<file path="config.mk">
export PLATFORM = sky130hd
export DESIGN_NAME = rv_lsu
export DESIGN_NICKNAME = d
export VERILOG_FILES = /design/src/rtl/rv_lsu_pkg.sv /design/src/rtl/rv_lsu_align.sv /design/src/rtl/rv_lsu.sv
export SDC_FILE = /design/constraint.sdc
export NUM_CORES = 1
export LEC_CHECK = 0
export CORE_MARGIN = 2
export CORE_UTILIZATION = 41
export CTS_CLUSTER_SIZE = 28
export DETAILED_ROUTE_END_ITERATION = 16
export GPL_ROUTABILITY_DRIVEN = 0
export PLACE_DENSITY = 0.81
export SKIP_LAST_GASP = 1
export SLEW_MARGIN = 10
export SYNTH_ARGS = -nofsm -noshare
export SYNTH_HDL_FRONTEND = slang
export SYNTH_SLANG_ARGS = --single-unit
</file>
<file path="constraint.sdc">
create_clock -name iCLK -period 2 [get_ports iCLK]
set_input_delay 0.3 -clock iCLK [delete_from_list [all_inputs] [get_ports iCLK]]
set_output_delay 0.3 -clock iCLK [all_outputs]
set_load 0.02 [all_outputs]
</file>
<file path="src/rtl/rv_lsu_pkg.sv">
// rv_lsu_pkg: funct3, error-code and FSM encodings shared by the RV32I load/store unit
package rv_lsu_pkg;
    localparam logic [2:0] F3_B  = 3'b000;
    localparam logic [2:0] F3_H  = 3'b001;
    localparam logic [2:0] F3_W  = 3'b010;
    localparam logic [2:0] F3_BU = 3'b100;
    localparam logic [2:0] F3_HU = 3'b101;
    localparam logic [1:0] ERR_NONE     = 2'd0;
    localparam logic [1:0] ERR_MISALIGN = 2'd1;
    localparam logic [1:0] ERR_ILLEGAL  = 2'd2;
    localparam logic [1:0] ERR_TIMEOUT  = 2'd3;
    localparam logic [1:0] S_IDLE    = 2'd0;
    localparam logic [1:0] S_REQ     = 2'd1;
    localparam logic [1:0] S_WAIT_RD = 2'd2;
    localparam logic [1:0] S_RESP    = 2'd3;

    // Illegal encodings win over misalignment, so a bad op never reports as misaligned.
    function automatic logic [1:0] access_check(input logic ld, input logic st,
                                                input logic [2:0] f3, input logic [1:0] a);
        logic illegal, misaligned;
        illegal    = (ld == st) || (ld && (f3 == 3'b011 || f3[2:1] == 2'b11)) || (st && f3 > F3_W);
        misaligned = (f3[1:0] == 2'b01 && a[0]) || (f3[1:0] == 2'b10 && a != 2'b00);
        return illegal ? ERR_ILLEGAL : misaligned ? ERR_MISALIGN : ERR_NONE;
    endfunction
endpackage

</file>
<file path="src/rtl/rv_lsu_align.sv">
// rv_lsu_align: byte enables, store lane replication and load extract/extend for one word
module rv_lsu_align
    import rv_lsu_pkg::*;
(
    input  logic [2:0]  funct3,
    input  logic [1:0]  addr_lo,
    input  logic [31:0] wdata,
    input  logic [31:0] rdata,
    output logic [3:0]  byteen,
    output logic [31:0] wdata_rep,
    output logic [31:0] rdata_ext
);
    logic [7:0]  rd_b;
    logic [15:0] rd_h;

    assign byteen    = funct3[1:0] == 2'b00 ? 4'b0001 << addr_lo :
                       funct3[1:0] == 2'b01 ? (addr_lo[1] ? 4'b1100 : 4'b0011) : 4'b1111;
    assign wdata_rep = funct3[1:0] == 2'b00 ? {4{wdata[7:0]}} :
                       funct3[1:0] == 2'b01 ? {2{wdata[15:0]}} : wdata;
    assign rd_b      = 8'(rdata >> {addr_lo, 3'b000});
    assign rd_h      = addr_lo[1] ? rdata[31:16] : rdata[15:0];
    assign rdata_ext = funct3 == F3_B  ? {{24{rd_b[7]}}, rd_b} :
                       funct3 == F3_H  ? {{16{rd_h[15]}}, rd_h} :
                       funct3 == F3_BU ? {24'b0, rd_b} :
                       funct3 == F3_HU ? {16'b0, rd_h} : rdata;
endmodule

</file>
<file path="src/rtl/rv_lsu.sv">
// rv_lsu: RV32I load/store unit bridging the execute stage to a word-wide memory port
module rv_lsu
    import rv_lsu_pkg::*;
#(
    parameter int ADDR_W      = 28,
    parameter int TIMEOUT_CYC = 1024,
    parameter int TO_W        = 11
) (
    input  logic              iCLK,
    input  logic              iRST_n,
    input  logic              ex_valid,
    input  logic              ex_load,
    input  logic              ex_store,
    input  logic [2:0]        ex_funct3,
    input  logic [31:0]       ex_addr,
    input  logic [31:0]       ex_wdata,
    output logic              lsu_busy,
    output logic              lsu_done,
    output logic [31:0]       lsu_rdata,
    output logic              lsu_err,
    output logic [1:0]        lsu_err_code,
    output logic [ADDR_W-1:0] mem_addr,
    output logic [31:0]       mem_wdata,
    output logic [3:0]        mem_byteen,
    output logic              mem_read,
    output logic              mem_write,
    input  logic              mem_wait,
    input  logic              mem_rdata_valid,
    input  logic [31:0]       mem_rdata
);
    logic [1:0]        state;
    logic [ADDR_W+1:0] addr_q;
    logic [2:0]        f3_q;
    logic              load_q;
    logic [31:0]       wdata_q, rdata_q, rdata_ext, wdata_rep;
    logic [1:0]        err_q, cap_err;
    logic [TO_W-1:0]   to_cnt;
    logic [3:0]        byteen;
    logic              req, to_hit, unused_addr;

    assign cap_err      = access_check(ex_load, ex_store, ex_funct3, ex_addr[1:0]);
    assign req          = state == S_REQ;
    assign to_hit       = TIMEOUT_CYC != 0 && to_cnt == TO_W'(TIMEOUT_CYC - 1);
    assign unused_addr  = ^ex_addr[31:ADDR_W+2];
    assign lsu_busy     = req || state == S_WAIT_RD;
    assign lsu_done     = state == S_RESP;
    assign lsu_rdata    = rdata_q;
    assign lsu_err      = lsu_done && err_q != ERR_NONE;
    assign lsu_err_code = lsu_done ? err_q : ERR_NONE;
    assign mem_addr     = req ? addr_q[ADDR_W+1:2] : '0;
    assign mem_wdata    = req ? wdata_rep : '0;
    assign mem_byteen   = req ? byteen : '0;
    assign mem_read     = req && load_q;
    assign mem_write    = req && !load_q;

    rv_lsu_align u_align (
        .funct3    (f3_q),
        .addr_lo   (addr_q[1:0]),
        .wdata     (wdata_q),
        .rdata     (mem_rdata),
        .byteen    (byteen),
        .wdata_rep (wdata_rep),
        .rdata_ext (rdata_ext)
    );

    // rdata_q only changes on the way into RESP so it holds between completions.
    always_ff @(posedge iCLK or negedge iRST_n) begin
        if (!iRST_n) begin
            state   <= S_IDLE;
            addr_q  <= '0;
            f3_q    <= '0;
            load_q  <= 1'b0;
            wdata_q <= '0;
            rdata_q <= '0;
            err_q   <= ERR_NONE;
            to_cnt  <= '0;
        end else begin
            case (state)
                S_IDLE: if (ex_valid) begin
                    addr_q  <= ex_addr[ADDR_W+1:0];
                    f3_q    <= ex_funct3;
                    load_q  <= ex_load;
                    wdata_q <= ex_wdata;
                    err_q   <= cap_err;
                    to_cnt  <= '0;
                    state   <= cap_err == ERR_NONE ? S_REQ : S_RESP;
                    if (cap_err != ERR_NONE) rdata_q <= '0;
                end
                S_REQ: begin
                    to_cnt <= to_cnt + 1'b1;
                    if (!mem_wait && !load_q) begin
                        state   <= S_RESP;
                        rdata_q <= '0;
                    end else if (to_hit) begin
                        state   <= S_RESP;
                        err_q   <= ERR_TIMEOUT;
                        rdata_q <= '0;
                    end else if (!mem_wait) begin
                        state <= S_WAIT_RD;
                    end
                end
                S_WAIT_RD: begin
                    to_cnt <= to_cnt + 1'b1;
                    if (mem_rdata_valid) begin
                        state   <= S_RESP;
                        rdata_q <= rdata_ext;
                    end else if (to_hit) begin
                        state   <= S_RESP;
                        err_q   <= ERR_TIMEOUT;
                        rdata_q <= '0;
                    end
                end
                default: state <= S_IDLE;
            endcase
        end
    end
endmodule

</file>
==> results.md, run 1 <==
* Chip height at 124 um
* DR pass1 iterations at 4
* Worst path most repeated cell: buf_12
* Detailed Place HPWL at 13,000 um
* Design Area, Final at 0.00925 mm2
* Starting DRT DRC Count at roughly 280
* CP Launch Type: flip-flop
* Largest stage delay, worst path at around 0.44 ns
* Final setup TNS at -0.0362 ns
* P_sw at 5.76 mW
* Fillers at around 1,100
* Tot Pwr at about 15 mW
* Die area at 0.0155 mm2
* Share of post-route cells with drive strength above 1 at 33.3%
* CP Buf/Inv Count at 3
* Kind of critical path: reg2out
* Clock Path Buffers at 2
* Sequential power share at between 20% and 30%
* Via-to-Cell Ratio at 5.27
* Final Max Slew Viols at 0
* Commonest non-fill, non-tap cell in the layout: clkdlybuf4s50_1
* Rel. slew slack at 71.1%
* Cell area power density at between 1500 and 2000 mW/mm2
* Fmax at slightly below 500 MHz
* RSZ-0062 raised after global routing: yes
* Clock share of power at 21.0%
* CTS tree: built
* Yosys cell types at 49
* GR Util met2 at between 40% and 50%
* CP Data Required Time at 1.70 ns
* Clock slew at reported path FFs at 0.05 ns
* Final Non-Filler Cells at 1,000
* M1 GR Usage at 26.2%
* Pre-CTS worst setup slack at -0.326 ns
* Async set-reset flop share out of synthesis at 100%
* ANT cells at 0
* Tcrit/Tclk final at 101%
* YS warnings at 0
* Post-synth top area cell: dfrtp_1
* DR WL/cell at 17.8 um
* Root Driver: clkbuf_16
* Placed cell area at 0.00852 mm2
* GRT Overall Usage at 23.0%
* Syn_area_per_cell at 10.8 um2
* Post-synth EDFFs at 0
* P_leak at 4.19 nW
* Largest net degree at the start of global routing at between 60 and 70
* Violated checks: negative setup slack
* Yosys reg bits at 113
* Status: finished with violations
* Global routing met3 resource utilization at roughly 7.0%
* Core ar. at 0.0140 mm2
* Switching portion of total power at 38.3%
* Cells along the critical path: ha_4 -> buf_12 -> buf_12 -> and2_1 -> clkdlybuf4s15_2
* Mapped Nets at around 660
* Crit path capture type: primary output
* Num ports at 209
* Fin util at 66.1%
* Hold WS at 0.285 ns
* Comb pwr share at 52.1%
* Vias in the first global route at 5,672
* CTS sink count at between 100 and 150
* Antenna Nets Post-Route at 0
* Worst-Margin Slew at 0.434 ns
* Mapped cell area at 0.00594 mm2
* H-tree depth at 4
* Cell family with most CP delay: buffers and inverters
* Final wirelength at 17,800 um
* Final setup violation count at 5
* Min cycle time layout at 2.01 ns
* Global-route wire length before repair at between 20,000 and 30,000 um
* Total CTS buffers at 17
* Most frequent cells in the layout: 134 x clkdlybuf4s50_1, 109 x dfrtp_1, 67 x mux2_2
* Sequential area share after synthesis at 47.6%
* WP data arrival at roughly 1.7 ns
* Class of the worst hold path: in2async
* Initial antenna violation count at 0
* Area delta synth->final at 55.8%
* GR Overflow Total at 0
* Most Crowded Layer GR: met2
* Final hold violation count at 0
* Starting Density at 42.4%
* Vias at 5,274
* Clk Latency, worst-skew pair at 0.41 ns
* Max-Cap Viols at 0
* DRC Markers at 0
* Final setup margin at -0.0146 ns
* Layout Nets at just over 900
* Clock skew at 0.00576 ns
* Port bufs at 206
* Worst-path fanout max at 13
* Die W at around 120 um
* Top post-synthesis cells by area: dfrtp_1 48%, mux2_2 13%, and2_1 4.1%
* Share of the synthesized area in the top cell type at 47.6%
* Ys flop type: dfrtp_1
* Cells after synthesis at around 550
* Crit-path slowest cell: dfrtp_2
* Maximum VDD drop at ~800 uV
* # rows at 43
* Internal at 9.29 mW
* Placed insts at between 900 and 1,000
-- layout make-up --
cell class	instances	area, um2	share of cell area [%]
clock inverters	9	128	1.38
well taps	180	225	2.43
clock buffers	23	498	5.38
flip-flops and latches	113	2830	30.6
inverters	8	30.0	0.325
multi-input cells	392	3000	32.4
repair buffers	275	2540	27.5
-- power by group through the flow --
stage | Clock (mW) | Sequential, mW | Combinational (mW)
global route | 3.30 | 4.17 | 8.40
floorplan | 0 | 4.02 | 4.34
finish | 3.16 | 4.04 | 7.84
CTS | 3.19 | 4.02 | 7.48
global placement | 0 | 3.96 | 7.35
detailed placement | 0 | 4.02 | 7.54
-- synthesized netlist by cell type (7+ instances only) --
| master | instances |
|---|---|
| o2bb2ai_1 | 16 |
| nand2_1 | 59 |
| nor2b_1 | 16 |
| o22ai_1 | 15 |
| a22o_1 | 17 |
| dfrtp_1 | 113 |
| a31oi_1 | 7 |
| and2_1 | 39 |
| o21ai_0 | 16 |
| mux2_2 | 67 |
| nor2_1 | 20 |
| mux2i_1 | 20 |
| nand2b_1 | 17 |
| inv_1 | 8 |
| clkbuf_1 | 29 |
| nor3_1 | 10 |
| a21boi_0 | 9 |
| o211a_1 | 8 |
-- flip-flops by register name, summed over array words and instances, names as in the netlist --
register / cells
wdata_q: 32
load_q: 1
err_q: 2
lsu_rdata: 32
f3_q: 3
to_cnt: 11
state: 2
addr_q: 30
-- per-layer routing --
| metal | up-vias | share of wire, % |
|---|---|---|
| li1 | 2465 | - |
| met1 | 2565 | 40 |
| met2 | 218 | 51 |
| met3 | 26 | 6.9 |
| met4 | 0 | 1.9 |
| met5 | - | 0 |
-- worst reg2reg max path: cells and delay by family, from the launching register on --
| family | cells | cell delay (ns) |
|---|---|---|
| simple gates | 2 | 0.57 |
| compound gates | 3 | 0.47 |
| flops | 1 | 0.40 |
| fa+ha+maj | 1 | 0.22 |
| buf+inv | 1 | 0.18 |
-- repair_timing --
item	CTS	global route
resized for setup	239	95
setup buffers	6	7
gates cloned	0	2
endpoints found under the setup margin	87	94
hold buffers	1	0
pin swaps	0	9
endpoints found under the hold margin	10	0
-- logic make-up after synthesis --
logic type | count (synthesis) | share of synthesized area [%]
xor gates and xnor gates | 8 | 1.18
and+or+nand+nor | 181 | 15.7
AOI/OAI and AO/OA | 109 | 13.9
buffers and inverters | 47 | 3.71
adders and majority gates | 5 | 1.05
muxes | 89 | 16.8
DFF | 113 | 47.6
-- path summary, 6_finish.rpt --
| check | slack [ns] | start | to | cells after the start |
|---|---|---|---|---|
| worst max register to register | 0.04 | to_cnt[0] | lsu_rdata[29] | 7 |
| worst min-delay path | 0.29 | iRST_n | lsu_rdata[6] | 2 |
| min in group iCLK | 0.49 | lsu_rdata[1] | lsu_rdata[1] | 1 |
| worst max-delay path | -0.01 | state[0] | mem_wdata[5] | 5 |
| worst min register to register | 0.49 | lsu_rdata[1] | lsu_rdata[1] | 1 |
| max in group asynchronous | 1.09 | iRST_n | state[0] | 3 |
Power figures use the tool's default switching activity.
==> run 2, diff against run 1 <==
Settings changed: CAP_MARGIN set to 15.
==> results of run 2 <==
The final DEF is identical to that of run 1; final timing and power are the same.
==> run 3, diff against run 2 <==
Settings changed: RECOVER_POWER set to 25, SETUP_SLACK_MARGIN set to 0.02.
==> results.md, run 3 (same netlist as run 1, synthesis figures left out) <==
* Crit-path slowest cell: dfrtp_1 (was dfrtp_2)
* Port bufs at 206 (unchanged)
* RSZ-0062 raised after global routing: yes (unchanged)
* Clock skew at 0.0109 ns (was 0.00576 ns)
* Status: finished with violations (unchanged)
* Reg-to-Reg Start: state[0] (was to_cnt[0])
* Total CTS buffers at 17 (unchanged)
* Fmax at 488 MHz (was 496 MHz)
* Largest stage delay, worst path at 0.39 ns (was 0.44 ns)
* Final setup violation count at 4 (was 5)
* CP Launch Type: flip-flop (unchanged)
* Largest net degree at the start of global routing at 43 (was 65)
* Die W at 124 um (unchanged)
* Fillers at 1,023 (was 1,076)
* Kind of critical path: reg2out (unchanged)
* CTS tree: built (unchanged)
* Worst-Margin Slew at 0.902 ns (was 0.434 ns)
* Max-Cap Viols at 0 (unchanged)
* DRC Markers at 0 (unchanged)
* Final Non-Filler Cells at 1,002 (was 1,000)
* Rel. slew slack at 39.9% (was 71.1%)
* Global-route wire length before repair at 28,900 um (was 28,600 um)
* Share of post-route cells with drive strength above 1 at 35.8% (was 33.3%)
* Clock Path Buffers at 2 (unchanged)
* Root Driver: clkbuf_16 (unchanged)
* Via-to-Cell Ratio at 5.44 (was 5.27)
* Maximum VDD drop at 844 uV (was 811 uV)
* Crit path capture type: primary output (unchanged)
* Final setup TNS at -0.0620 ns (was -0.0362 ns)
* Clock slew at reported path FFs at 0.05 ns (about the same)
* Final wirelength at 19,000 um (was 17,800 um)
* Core ar. at 0.0140 mm2 (unchanged)
* Final Max Slew Viols at 0 (unchanged)
* GRT Overall Usage at 23.2% (was 23.0%)
* Tcrit/Tclk final at 102% (was 101%)
* Pre-CTS worst setup slack at -0.367 ns (was -0.326 ns)
* DR pass1 iterations at 5 (was 4)
* Placed insts at 953 (was 952)
* Layout Nets at 920 (was 918)
* Area delta synth->final at 58.6% (was 55.8%)
* Antenna Nets Post-Route at 0 (unchanged)
* Min cycle time layout at 2.05 ns (was 2.01 ns)
* Final setup margin at -0.0495 ns (was -0.0146 ns)
* H-tree depth at 4 (unchanged)
* Initial antenna violation count at 0 (unchanged)
* Most frequent cells in the layout: 134 x clkdlybuf4s50_1, 105 x dfrtp_1, 67 x mux2_2 (was 134 x clkdlybuf4s50_1, 109 x dfrtp_1, 67 x mux2_2)
* # rows at 43 (unchanged)
* CTS sink count at 113 (unchanged)
* WP data arrival at 1.75 ns (was 1.71 ns)
* Class of the worst hold path: reg2reg (was in2async)
* Clk Latency, worst-skew pair at 0.42 ns (was 0.41 ns)
* Detailed Place HPWL at 12,700 um (was 13,000 um)
* Vias at 5,451 (was 5,274)
* Commonest non-fill, non-tap cell in the layout: clkdlybuf4s50_1 (unchanged)
* Hold WS at 0.485 ns (was 0.285 ns)
* Die area at 0.0155 mm2 (unchanged)
* ANT cells at 0 (unchanged)
* DR WL/cell at 19.0 um (was 17.8 um)
* GR Overflow Total at 0 (unchanged)
* P_leak at 4.23 nW (was 4.19 nW)
* Vias in the first global route at 5,608 (was 5,672)
* Worst-path fanout max at 4 (was 13)
* CP Data Required Time at 1.70 ns (about the same)
* Starting Density at 42.4% (unchanged)
* Num ports at 209 (unchanged)
* Crit path launch: state[1] (was state[0])
* Final hold violation count at 0 (unchanged)
* Cells along the critical path: buf_4 -> ha_2 -> and2_1 -> or2_2 -> buf_6 (was ha_4 -> buf_12 -> buf_12 -> and2_1 -> clkdlybuf4s15_2)
* Violated checks: negative setup slack (unchanged)
* Starting DRT DRC Count at 354 (was 275)
* Cell area power density at 1650 mW/mm2 (was 1630 mW/mm2)
* Chip height at 124 um (unchanged)
* Min-delay src: lsu_rdata[5]
[run 3: critical path, delay by kind of cell, from the launching register on]
kind	cells	cell delay [ns]
simple gates	2	0.47
flops	1	0.39
buf+inv	2	0.29
fa+ha+maj	1	0.19
[run 3: final timing paths]
kind	to	slack (ns)	depth (start not counted)
max in group asynchronous	wdata_q[28]	0.28	3
worst min-delay path	lsu_rdata[5]	0.49	1
worst max register to register	lsu_rdata[21]	0	8
worst min register to register	lsu_rdata[5]	0.49	1
worst max-delay path	lsu_err	-0.05	5
min in group asynchronous	lsu_rdata[25]	0.54	2
[run 3: layer usage]
| metal | track usage (%) | part of all wire [%] |
|---|---|---|
| met2 | 40.2 | 51 |
| met5 | 0 | 0 |
| met1 | 27.5 | 40 |
| met4 | 7.80 | 2.6 |
| met3 | 6.83 | 7.0 |
[run 3: power by group]
| part | total (mW) | switching [mW] | internal [mW] |
|---|---|---|---|
| Sequential | 4.03 | 0.757 | 3.28 |
| Combinational | 8.41 | 4.24 | 4.18 |
| Clock | 3.10 | 1.12 | 1.99 |
[run 3: per-stage QoR]
| stage | cell area [um2] | power [mW] | utilization [%] |
|---|---|---|---|
| floorplan | 5940 | 8.36 | - |
| finish | 9420 | 15.6 | 67.3 |
| global route | 9420 | 16.4 | 67.3 |
| CTS | 9170 | 14.6 | 65.6 |
| global placement | 8530 | 11.3 | 61.0 |
| detailed placement | 8530 | 11.6 | 61.0 |
[run 3: area by class of cell]
class,instances,area [um2],area share (%)
clock inverter,13,161,1.71
sequential,113,2840,30.1
clock buffer,19,443,4.70
timing repair buffer,277,2610,27.7
tap,180,225,2.39
multi-input combinational,392,3110,33.0
inverter,8,30.0,0.319
[run 3: timing repair]
item                       4_1_cts  5_1_grt
hold endpoints to repair        34        0
cloned                           0        7
setup buffers                    1        8
gates resized for setup        233      133
setup endpoints to repair       92      102
hold buffers                     1        0
pin swaps                        1       24
